[src/rtl/tmds_channel_decoder.sv]
// -----------------------------------------------------------------------------
// tmds_channel_decoder
//
// Purpose:
//   Recovers symbol alignment on one TMDS channel and decodes the aligned
//   10-bit symbols into pixel bytes and control bits. Alignment is found by
//   hunting through the ten possible bit offsets until a run of consecutive
//   control tokens is seen; once locked the offset is frozen and lock is only
//   dropped after a long stretch without any control token.
//
//   No valid/ready handshake: the block accepts one symbol per clk_pixel cycle
//   unconditionally and emits one decoded symbol per cycle.
//
//   Pipeline: tmds_in -> prev -> stage 1 (aligned symbol) -> stage 2 (outputs).
//   The aligned symbol is taken from {tmds_in, prev}, so at offset 0 it is the
//   word held in prev.
//
// Ports:
//   clk_pixel  in   1   pixel clock, one 10-bit symbol per cycle
//   resetn     in   1   asynchronous active-low reset
//   tmds_in    in  10   raw deserialized word, bit 0 received first
//   data       out  8   decoded pixel byte (0 for control symbols / unlocked)
//   c          out  2   decoded control bits {c1,c0}, held across data symbols
//   de         out  1   1 = data symbol, 0 = control symbol or unlocked
//   locked     out  1   alignment achieved (FSM is in LOCKED)
//   offset     out  4   current bit-slip offset, 0..9
// -----------------------------------------------------------------------------
module tmds_channel_decoder #(
    parameter int c_run     = 8,
    parameter int c_window  = 1024,
    parameter int c_timeout = 4096
) (
    input  logic       clk_pixel,
    input  logic       resetn,
    input  logic [9:0] tmds_in,
    output logic [7:0] data,
    output logic [1:0] c,
    output logic       de,
    output logic       locked,
    output logic [3:0] offset
);

    localparam logic [0:0] ST_HUNT   = 1'b0;
    localparam logic [0:0] ST_LOCKED = 1'b1;

    localparam int RUN_W = $clog2(c_run + 1);
    localparam int WIN_W = $clog2(c_window + 1);
    localparam int TMO_W = $clog2(c_timeout + 1);

    localparam logic [9:0] TOK_C00 = 10'b1101010100;
    localparam logic [9:0] TOK_C01 = 10'b0010101011;
    localparam logic [9:0] TOK_C10 = 10'b0101010100;
    localparam logic [9:0] TOK_C11 = 10'b1010101011;

    // Registers
    logic [9:0]       r_prev;
    logic [9:0]       r_s1;
    logic [0:0]       r_state;
    logic [3:0]       r_offset;
    logic [RUN_W-1:0] r_run;
    logic [WIN_W-1:0] r_win;
    logic [TMO_W-1:0] r_tmo;
    logic [1:0]       r_flush;
    logic [7:0]       r_data;
    logic [1:0]       r_c;
    logic             r_de;

    // Combinational
    logic [19:0]      w_cat;
    logic [9:0]       w_aligned;
    logic             w_is_tok;
    logic [1:0]       w_tok_c;
    logic [7:0]       w_q;
    logic [7:0]       w_dec;
    logic [RUN_W-1:0] w_run_inc;
    logic [TMO_W-1:0] w_tmo_inc;
    logic [0:0]       w_state_nxt;
    logic [3:0]       w_offset_nxt;
    logic [RUN_W-1:0] w_run_nxt;
    logic [WIN_W-1:0] w_win_nxt;
    logic [TMO_W-1:0] w_tmo_nxt;
    logic [1:0]       w_flush_nxt;

    assign w_cat = {tmds_in, r_prev};

    // Bit-slip select: symbol = w_cat[offset+9 : offset].
    always_comb begin
        w_aligned = w_cat[9:0];
        case (r_offset)
            4'd1:    w_aligned = w_cat[10:1];
            4'd2:    w_aligned = w_cat[11:2];
            4'd3:    w_aligned = w_cat[12:3];
            4'd4:    w_aligned = w_cat[13:4];
            4'd5:    w_aligned = w_cat[14:5];
            4'd6:    w_aligned = w_cat[15:6];
            4'd7:    w_aligned = w_cat[16:7];
            4'd8:    w_aligned = w_cat[17:8];
            4'd9:    w_aligned = w_cat[18:9];
            default: w_aligned = w_cat[9:0];
        endcase
    end

    // Control token recognition on stage 1.
    always_comb begin
        w_is_tok = 1'b1;
        w_tok_c  = 2'b00;
        case (r_s1)
            TOK_C00: w_tok_c = 2'b00;
            TOK_C01: w_tok_c = 2'b01;
            TOK_C10: w_tok_c = 2'b10;
            TOK_C11: w_tok_c = 2'b11;
            default: w_is_tok = 1'b0;
        endcase
    end

    // Data symbol decode: undo the optional inversion (bit 9), then the
    // XOR/XNOR transition chain selected by bit 8.
    always_comb begin
        w_q      = r_s1[9] ? ~r_s1[7:0] : r_s1[7:0];
        w_dec    = 8'h00;
        w_dec[0] = w_q[0];
        for (int i = 1; i < 8; i++) begin
            w_dec[i] = r_s1[8] ? (w_q[i] ^ w_q[i-1]) : ~(w_q[i] ^ w_q[i-1]);
        end
    end

    assign w_run_inc = r_run + RUN_W'(1);
    assign w_tmo_inc = r_tmo + TMO_W'(1);

    // Alignment FSM and its counters.
    always_comb begin
        w_state_nxt  = r_state;
        w_offset_nxt = r_offset;
        w_run_nxt    = r_run;
        w_win_nxt    = r_win;
        w_tmo_nxt    = r_tmo;
        w_flush_nxt  = (r_flush != 2'd0) ? r_flush - 2'd1 : 2'd0;
        case (r_state)
            ST_HUNT: begin
                w_win_nxt = r_win + WIN_W'(1);
                // Symbols still in flight from the previous offset are ignored.
                if (r_flush == 2'd0) begin
                    w_run_nxt = w_is_tok ? w_run_inc : '0;
                end
                // Lock wins over window expiry when both happen together.
                if ((r_flush == 2'd0) && w_is_tok && (w_run_inc == RUN_W'(c_run))) begin
                    w_state_nxt = ST_LOCKED;
                    w_run_nxt   = '0;
                    w_win_nxt   = '0;
                    w_tmo_nxt   = '0;
                end else if (r_win == WIN_W'(c_window - 1)) begin
                    w_offset_nxt = (r_offset == 4'd9) ? 4'd0 : r_offset + 4'd1;
                    w_run_nxt    = '0;
                    w_win_nxt    = '0;
                    w_flush_nxt  = 2'd2;
                end
            end
            ST_LOCKED: begin
                if (w_is_tok) begin
                    w_tmo_nxt = '0;
                end else if (w_tmo_inc == TMO_W'(c_timeout)) begin
                    // Lost lock: hunt again from the current offset.
                    w_state_nxt = ST_HUNT;
                    w_tmo_nxt   = '0;
                    w_run_nxt   = '0;
                    w_win_nxt   = '0;
                end else begin
                    w_tmo_nxt = w_tmo_inc;
                end
            end
            default: begin
                w_state_nxt = ST_HUNT;
            end
        endcase
    end

    always_ff @(posedge clk_pixel or negedge resetn) begin
        if (!resetn) begin
            r_prev   <= '0;
            r_s1     <= '0;
            r_state  <= ST_HUNT;
            r_offset <= '0;
            r_run    <= '0;
            r_win    <= '0;
            r_tmo    <= '0;
            r_flush  <= '0;
            r_data   <= '0;
            r_c      <= '0;
            r_de     <= 1'b0;
        end else begin
            r_prev   <= tmds_in;
            r_s1     <= w_aligned;
            r_state  <= w_state_nxt;
            r_offset <= w_offset_nxt;
            r_run    <= w_run_nxt;
            r_win    <= w_win_nxt;
            r_tmo    <= w_tmo_nxt;
            r_flush  <= w_flush_nxt;
            // Outputs are qualified with the next state so they always agree
            // with the locked flag registered on the same edge.
            if (w_state_nxt == ST_LOCKED) begin
                if (w_is_tok) begin
                    r_data <= 8'h00;
                    r_c    <= w_tok_c;
                    r_de   <= 1'b0;
                end else begin
                    r_data <= w_dec;
                    r_de   <= 1'b1;
                end
            end else begin
                r_data <= 8'h00;
                r_c    <= 2'b00;
                r_de   <= 1'b0;
            end
        end
    end

    assign data   = r_data;
    assign c      = r_c;
    assign de     = r_de;
    assign locked = (r_state == ST_LOCKED);
    assign offset = r_offset;

endmodule
[config.mk]
export PLATFORM = sky130hd
export DESIGN_NAME = tmds_channel_decoder
export DESIGN_NICKNAME = d
export VERILOG_FILES = /design/src/rtl/tmds_channel_decoder.sv
export SDC_FILE = /design/constraint.sdc
export NUM_CORES = 1
export LEC_CHECK = 0
export CORE_ASPECT_RATIO = 0.6
export CORE_MARGIN = 1.5
export CORE_UTILIZATION = 35
export DETAILED_ROUTE_END_ITERATION = 8
export HOLD_SLACK_MARGIN = 0.05
export PLACE_DENSITY_LB_ADDON = 0.1
export SLEW_MARGIN = 20
export SYNTH_ARGS = -nofsm -noshare
export SYNTH_HDL_FRONTEND = slang
export SYNTH_SLANG_ARGS = --single-unit
[constraint.sdc]
create_clock -name clk_pixel -period 3.88 [get_ports clk_pixel]
set_clock_uncertainty 0.05 [all_clocks]
set_input_delay 0.582 -clock clk_pixel [delete_from_list [all_inputs] [get_ports clk_pixel]]
set_output_delay 0.582 -clock clk_pixel [all_outputs]
set_load 0.05 [all_outputs]
==> results of run 1 <==
## registers in the layout (all words and copies together) (netlist names)
register  count
locked        1
r_win        11
c             2
r_tmo        13
r_prev       10
r_flush       2
de            1
r_run         4
data          8
offset        4
r_s1         10
## kinds of logic after synthesis
logic type | count (synthesis)
AO/OA/AOI/OAI | 128
XOR/XNOR | 22
adder cells (fa/ha/maj) | 11
buffers and inverters | 41
flip-flops | 66
multiplexers | 13
AND/OR/NAND/NOR | 178
## layout by cell type, fill, tap and decap left out, drive strengths merged, types with 4 or more instances in the layout
cell / n
dfrtp: 66
nand2: 54
nor2: 47
o21ai: 45
clkdlybuf4s50: 26
xnor2: 19
nand3: 19
a21oi: 16
inv: 15
nor2b: 13
ha: 11
clkbuf: 11
and3: 10
a32oi: 10
a31oi: 8
nor3: 8
mux2: 6
mux2i: 6
and2: 5
nor3b: 5
a22oi: 5
a22o: 5
nand4: 4
o31ai: 4
buf: 4
## metal layers
layer | wire, µm | share of wire (%) | track usage (%)
met1 | 6050 | 55 | 32.4
met2 | 3980 | 36 | 22.6
met3 | 913 | 8.3 | 5.80
met4 | 119 | 1.1 | 5.25
met5 | 0 | 0 | 0
## power breakdown
group          switching [µW]  leakage, µW  internal [µW]  total [µW]
Sequential               16.6     0.000860            699         716
Combinational            44.3     0.000954           34.5        78.8
Clock                     301     0.000151            529         830
## how the worst max path moves through the flow
| stage | startpoint | end | slack [ns] | cells after the start |
|---|---|---|---|---|
| 3_5_place_dp | r_tmo[0]$_DFFE_PN0P_ | r_run[0]$_DFFE_PN0P_ | 1.21 | 8 |
| 3_3_place_gp | r_tmo[0]$_DFFE_PN0P_ | r_run[0]$_DFFE_PN0P_ | 1.18 | 8 |
| 6_report | offset[3]$_DFFE_PN0P_ | offset[3] | 0.98 | 1 |
| 2_1_floorplan | r_s1[0]$_DFF_PN0_ | r_win[9]$_DFFE_PN0P_ | 1.60 | 9 |
| 5_1_grt | r_tmo[0]$_DFFE_PN0P_ | r_run[0]$_DFFE_PN0P_ | 0.83 | 8 |
| 4_1_cts | offset[2]$_DFFE_PN0P_ | offset[2] | 0.88 | 1 |
## layout make-up
class                      instances  area, µm²
inverter                          15       56.3
tap                              144        180
clock inverter                     5       52.6
clock buffer                      11        253
timing repair buffer              30        288
sequential                        66       1650
multi-input combinational        352       2220
fill                            1125       6560
## metrics by stage
stage | power [µW] | worst slack [ns] | utilization, %
2_1_floorplan | 759 | 1.60 | -
3_3_place_gp | 808 | 1.18 | 39.0
3_5_place_dp | 807 | 1.21 | 39.0
4_1_cts | 1650 | 0.878 | 41.7
5_1_grt | 1690 | 0.827 | 41.7
6_report | 1620 | 0.977 | 41.7
==> metrics, run 1 <==
Hold Buf Count CTS=0; WHS=0.373 ns; largest cells by area after synthesis=dfrtp_1 (41%), nand2_1 (5.0%), o21ai_0 (4.5%), nor2_1 (4.2%), xnor2_1 (4.1%); Tcrit/Tclk final=74.8%; post-synthesis mux area share=3.71%; DIE AREA=12200 µm²; CTS tree=built; P_leak=0.00196 µW; post-route cell area=4700 µm²; Hold WC Path Type=in2async; Area growth syn-to-layout=16.2%; Skew-Pair Late Insertion Delay=0.33 ns; final setup fails=0; io pins=28; Reg-to-Reg End=offset[3]$_DFFE_PN0P_; mean area per synthesized cell=8.81 µm²; Setup CP Type=reg2out; Final nets=497; clock period minus worst slack=2.90 ns; top-area cell type share of the netlist area=40.8%; H-tree depth=3; initial antenna violation count=0; Simple-Gate Fraction of Synth Area=21.6%; Commonest cells post-synth=dfrtp_1 (66), nand2_1 (54), nor2_1 (45); clk sinks=66; critical path required time=3.25 ns; cell area after synthesis=4050 µm²; R2R depth=9; Slowest-stage cell, CP=dfrtp_1; synth warn=0; Buffers on Ports=27; Post-synth EDFFs=0; total negative slack=0 ns; RSZ-0062 raised after global routing=false; clock-pin slew on the worst setup and hold paths=0.05 ns; Post-CTS Setup Inserts=0; Initial Util=35.9%; placed cell area=4390 µm²; Power Dens Cells=346 nW/µm²; DRT iter0 DRCs=338; core area=11300 µm²; Die X=142 µm; origin of the critical flop-to-flop path=r_s1[0]$_DFF_PN0_; area leader, netlist=dfrtp_1; Root Buffer=clkbuf_16; CTS resizes=0; Die Y=86.3 µm; CP Launch Type=flop; flop and latch count out of synthesis=66; Final Hold Viols=0; Synth Area in XOR/XNOR=4.76%; CP max stage delay=0.98 ns; total buffers and inverters traversed by the critical path=1; Clock Path Buffers=2; Achievable Freq=345 MHz; post-route ant nets=0; gr usage total=19.4%; register area share after synthesis=40.8%; measured slew at the worst slew-check pin=0.968 ns; max capacitance violation total=0; Post-DP HPWL=7880 µm; gpl congestion=0.902; Final Non-Filler Cells=623; worst-path fanout max=30; largest net degree at the start of global routing=67; vias per cell=5.71; Post-Synth Adder-Cell Area=3.40%; CP arrival=2.27 ns; syn nets=482; vias in the first global route=3186; via count=3555; placed cell count=607; worst vdd ir=0.196 mV; Cells after Synth=459; crit path cell chain=clkdlybuf4s50_1; first-pass GRT wire length=18200 µm; Final Max Slew Viols=0; largest family of logic cells by synthesized area=simple AND/OR/NAND/NOR gates; top-count cell post-synth=dfrtp_1; post-synthesis async set-or-reset flop share=100%; share of cells above drive strength 1=8.14%; family with the most delay on the worst path=flip-flops; top_reg_cell synth=dfrtp_1; Row Count=30; Critical Path End Type=output port; Compound-Gate Fraction of Synth Area=21.3%; status=finished, final reports clean; CTS Buf Count=9; worst reg-to-reg setup slack=1.19 ns; Synth cell types=64; GRT overflow=0; Pre-antenna DRT Iters=5; wire per inst=17.8 µm; slew margin rel.=35.4%; n_diodes=0; Routed WL=11100 µm; DR DRC count=0
No activity file was read; power rests on OpenSTA's default activity.
==> run 2, diff against run 1 <==
clock period = 2.85 ns   (was 3.88 ns; I/O delays follow)
==> run 2 against run 1 <==
Compared with the run above:
- critical path depth up 8
- sequential share of layout area fell by 0.88 points
- non-clock buffer count rose by 14
- largest cell class unchanged
==> metrics, run 2 (synthesized netlist as in run 1, its figures left out) <==
Die X=142 µm (unchanged); Tcrit/Tclk final=92.3%; CP arrival=2.83 ns (+0.56 ns); P_leak=0.00204 µW (+4.0%); Final Hold Viols=0 (unchanged); CTS tree=built; status=finished, final reports clean; clk sinks=66 (unchanged); worst vdd ir=0.275 mV (+40%); crit path cell chain=inv_1, ha_1, and3_1, nand3_1, nand2_1, or4_4, o21a_1, nor2_2, mux2i_1; Critical Path End Type=flop; Final nets=511 (+2.8%); Slowest-stage cell, CP=or4_4; max capacitance violation total=0 (unchanged); Largest register FFs=13 (unchanged); DRT iter0 DRCs=415 (+23%); Initial Util=35.9% (unchanged); clock-pin slew on the worst setup and hold paths=0.05 ns (about the same); post-route ant nets=0 (unchanged); DIE AREA=12200 µm² (unchanged); vias per cell=5.61 (-1.7%); worst-path fanout max=12 (-60%); n_diodes=0 (unchanged); most frequent cells in the layout=dfrtp_1 (66), nand2_1 (54), nor2_1 (45), o21ai_0 (36), clkdlybuf4s50_1 (26); Final Max Slew Viols=0 (unchanged); family with the most delay on the worst path=simple AND/OR/NAND/NOR gates; Post-CTS Setup Inserts=0 (unchanged); Area growth syn-to-layout=19.1%; biggest regs=r_tmo: 13 flops, r_win: 11 flops; Buffers on Ports=27 (unchanged); largest net degree at the start of global routing=45 (-33%); Achievable Freq=380 MHz; Row Count=30 (unchanged); fill count=1128 (+0.27%); clock period minus worst slack=2.63 ns; wire per inst=17.3 µm (-2.3%); register bank with the most flops=r_tmo; GRT overflow=0 (unchanged); Power Dens Cells=459 nW/µm² (+33%); CTS resizes=0 (unchanged); Hold WC Path Type=in2async; total buffers and inverters traversed by the critical path=1 (unchanged); commonest non-fill, non-tap cell in the layout=dfrtp_1; CP max stage delay=0.58 ns (-0.40 ns); Routed WL=11000 µm (-0.30%); io pins=28 (unchanged); CP Launch Type=flop; Clock Path Buffers=2 (unchanged); vias in the first global route=3169 (-0.53%); total negative slack=0 ns (unchanged); first-pass GRT wire length=17900 µm (-1.5%); Setup CP Type=reg2reg; Skew-Pair Late Insertion Delay=0.33 ns (about the same); gr usage total=19.1% (-0.27 points); final setup fails=0 (unchanged); H-tree depth=3 (unchanged); Hold Buf Count CTS=0 (unchanged); Post-DP HPWL=8150 µm (+3.4%); RSZ-0062 raised after global routing=false; placed cell count=621 (+2.3%); critical path required time=3.05 ns (-0.20 ns); measured slew at the worst slew-check pin=0.686 ns (-0.283 ns); slew margin rel.=54.1% (+19 points); share of cells above drive strength 1=10.2% (+2.0 points); DR DRC count=0 (unchanged); Root Buffer=clkbuf_16; Final Non-Filler Cells=636 (+2.1%); Pre-antenna DRT Iters=5 (unchanged); core area=11300 µm² (unchanged); Die Y=86.3 µm (unchanged); via count=3566 (+0.31%); initial antenna violation count=0 (unchanged); gpl congestion=0.911 (+0.95%); CTS Buf Count=9 (unchanged)
[run 2: cell count changes in the layout (fill, tap and decap cells not counted)]
cell	change
clkinv_2	-2
clkinvlp_4	-1
dfrtp_2	-1
clkbuf_8	+1
buf_12	+1
dfrtp_1	+1
buf_4	+13
clkbuf_1	+1
[run 2: path summary, 6_finish.rpt]
check	cells past startpoint	to	slack, ns	start
hold / removal	1	r_prev[3]$_DFF_PN0_	0.04	resetn
max in group asynchronous	2	r_s1[6]$_DFF_PN0_	2.08	resetn
min in group clk_pixel	1	r_flush[0]$_DFF_PN0_	0.40	r_flush[0]$_DFF_PN0_
setup reg to reg	9	r_run[1]$_DFFE_PN0P_	0.22	r_s1[0]$_DFF_PN0_
hold reg to reg	1	r_flush[0]$_DFF_PN0_	0.40	r_flush[0]$_DFF_PN0_
setup / recovery	9	r_run[1]$_DFFE_PN0P_	0.22	r_s1[0]$_DFF_PN0_
[run 2: routing by layer]
layer	wire length [µm]	track usage (%)	share of wire, %
met5	0	0	0
met4	94	4.59	0.85
met3	955	7.85	8.7
met2	3850	21.6	35
met1	6140	31.3	56
[run 2: through the flow]
| step | setup WS, ns | power, µW | hold WS, ns | utilization (%) | instance area [µm²] |
|---|---|---|---|---|---|
| 2_1_floorplan | 0.571 | 1030 | 0.0819 | - | 4050 |
| 3_3_place_gp | 0.300 | 1110 | 0.389 | 40.1 | 4510 |
| 3_5_place_dp | 0.214 | 1100 | 0.404 | 40.1 | 4510 |
| 4_1_cts | 0.200 | 2240 | 0.0567 | 42.8 | 4820 |
| 5_1_grt | 0.0473 | 2300 | 0.0807 | 42.8 | 4820 |
| 6_report | 0.219 | 2210 | 0.0370 | 42.8 | 4820 |
[run 2: final cells by class]
class,count,area (µm²),share of cell area [%]
Clock inverter,2,35.0,0.727
Inverter,15,56.3,1.17
Tap cell,144,180,3.74
Multi-Input combinational cell,352,2220,46.1
Clock buffer,13,270,5.61
Sequential cell,66,1650,34.3
Timing Repair Buffer,44,405,8.42
[run 2: report_power, final]
part           leakage (µW)  internal (µW)  switching [µW]  total (µW)
logic               0.00103           51.4            63.9         115
registers          0.000862            953            20.9         974
clock network      0.000152            742             380        1120
total               0.00204           1750             465        2210
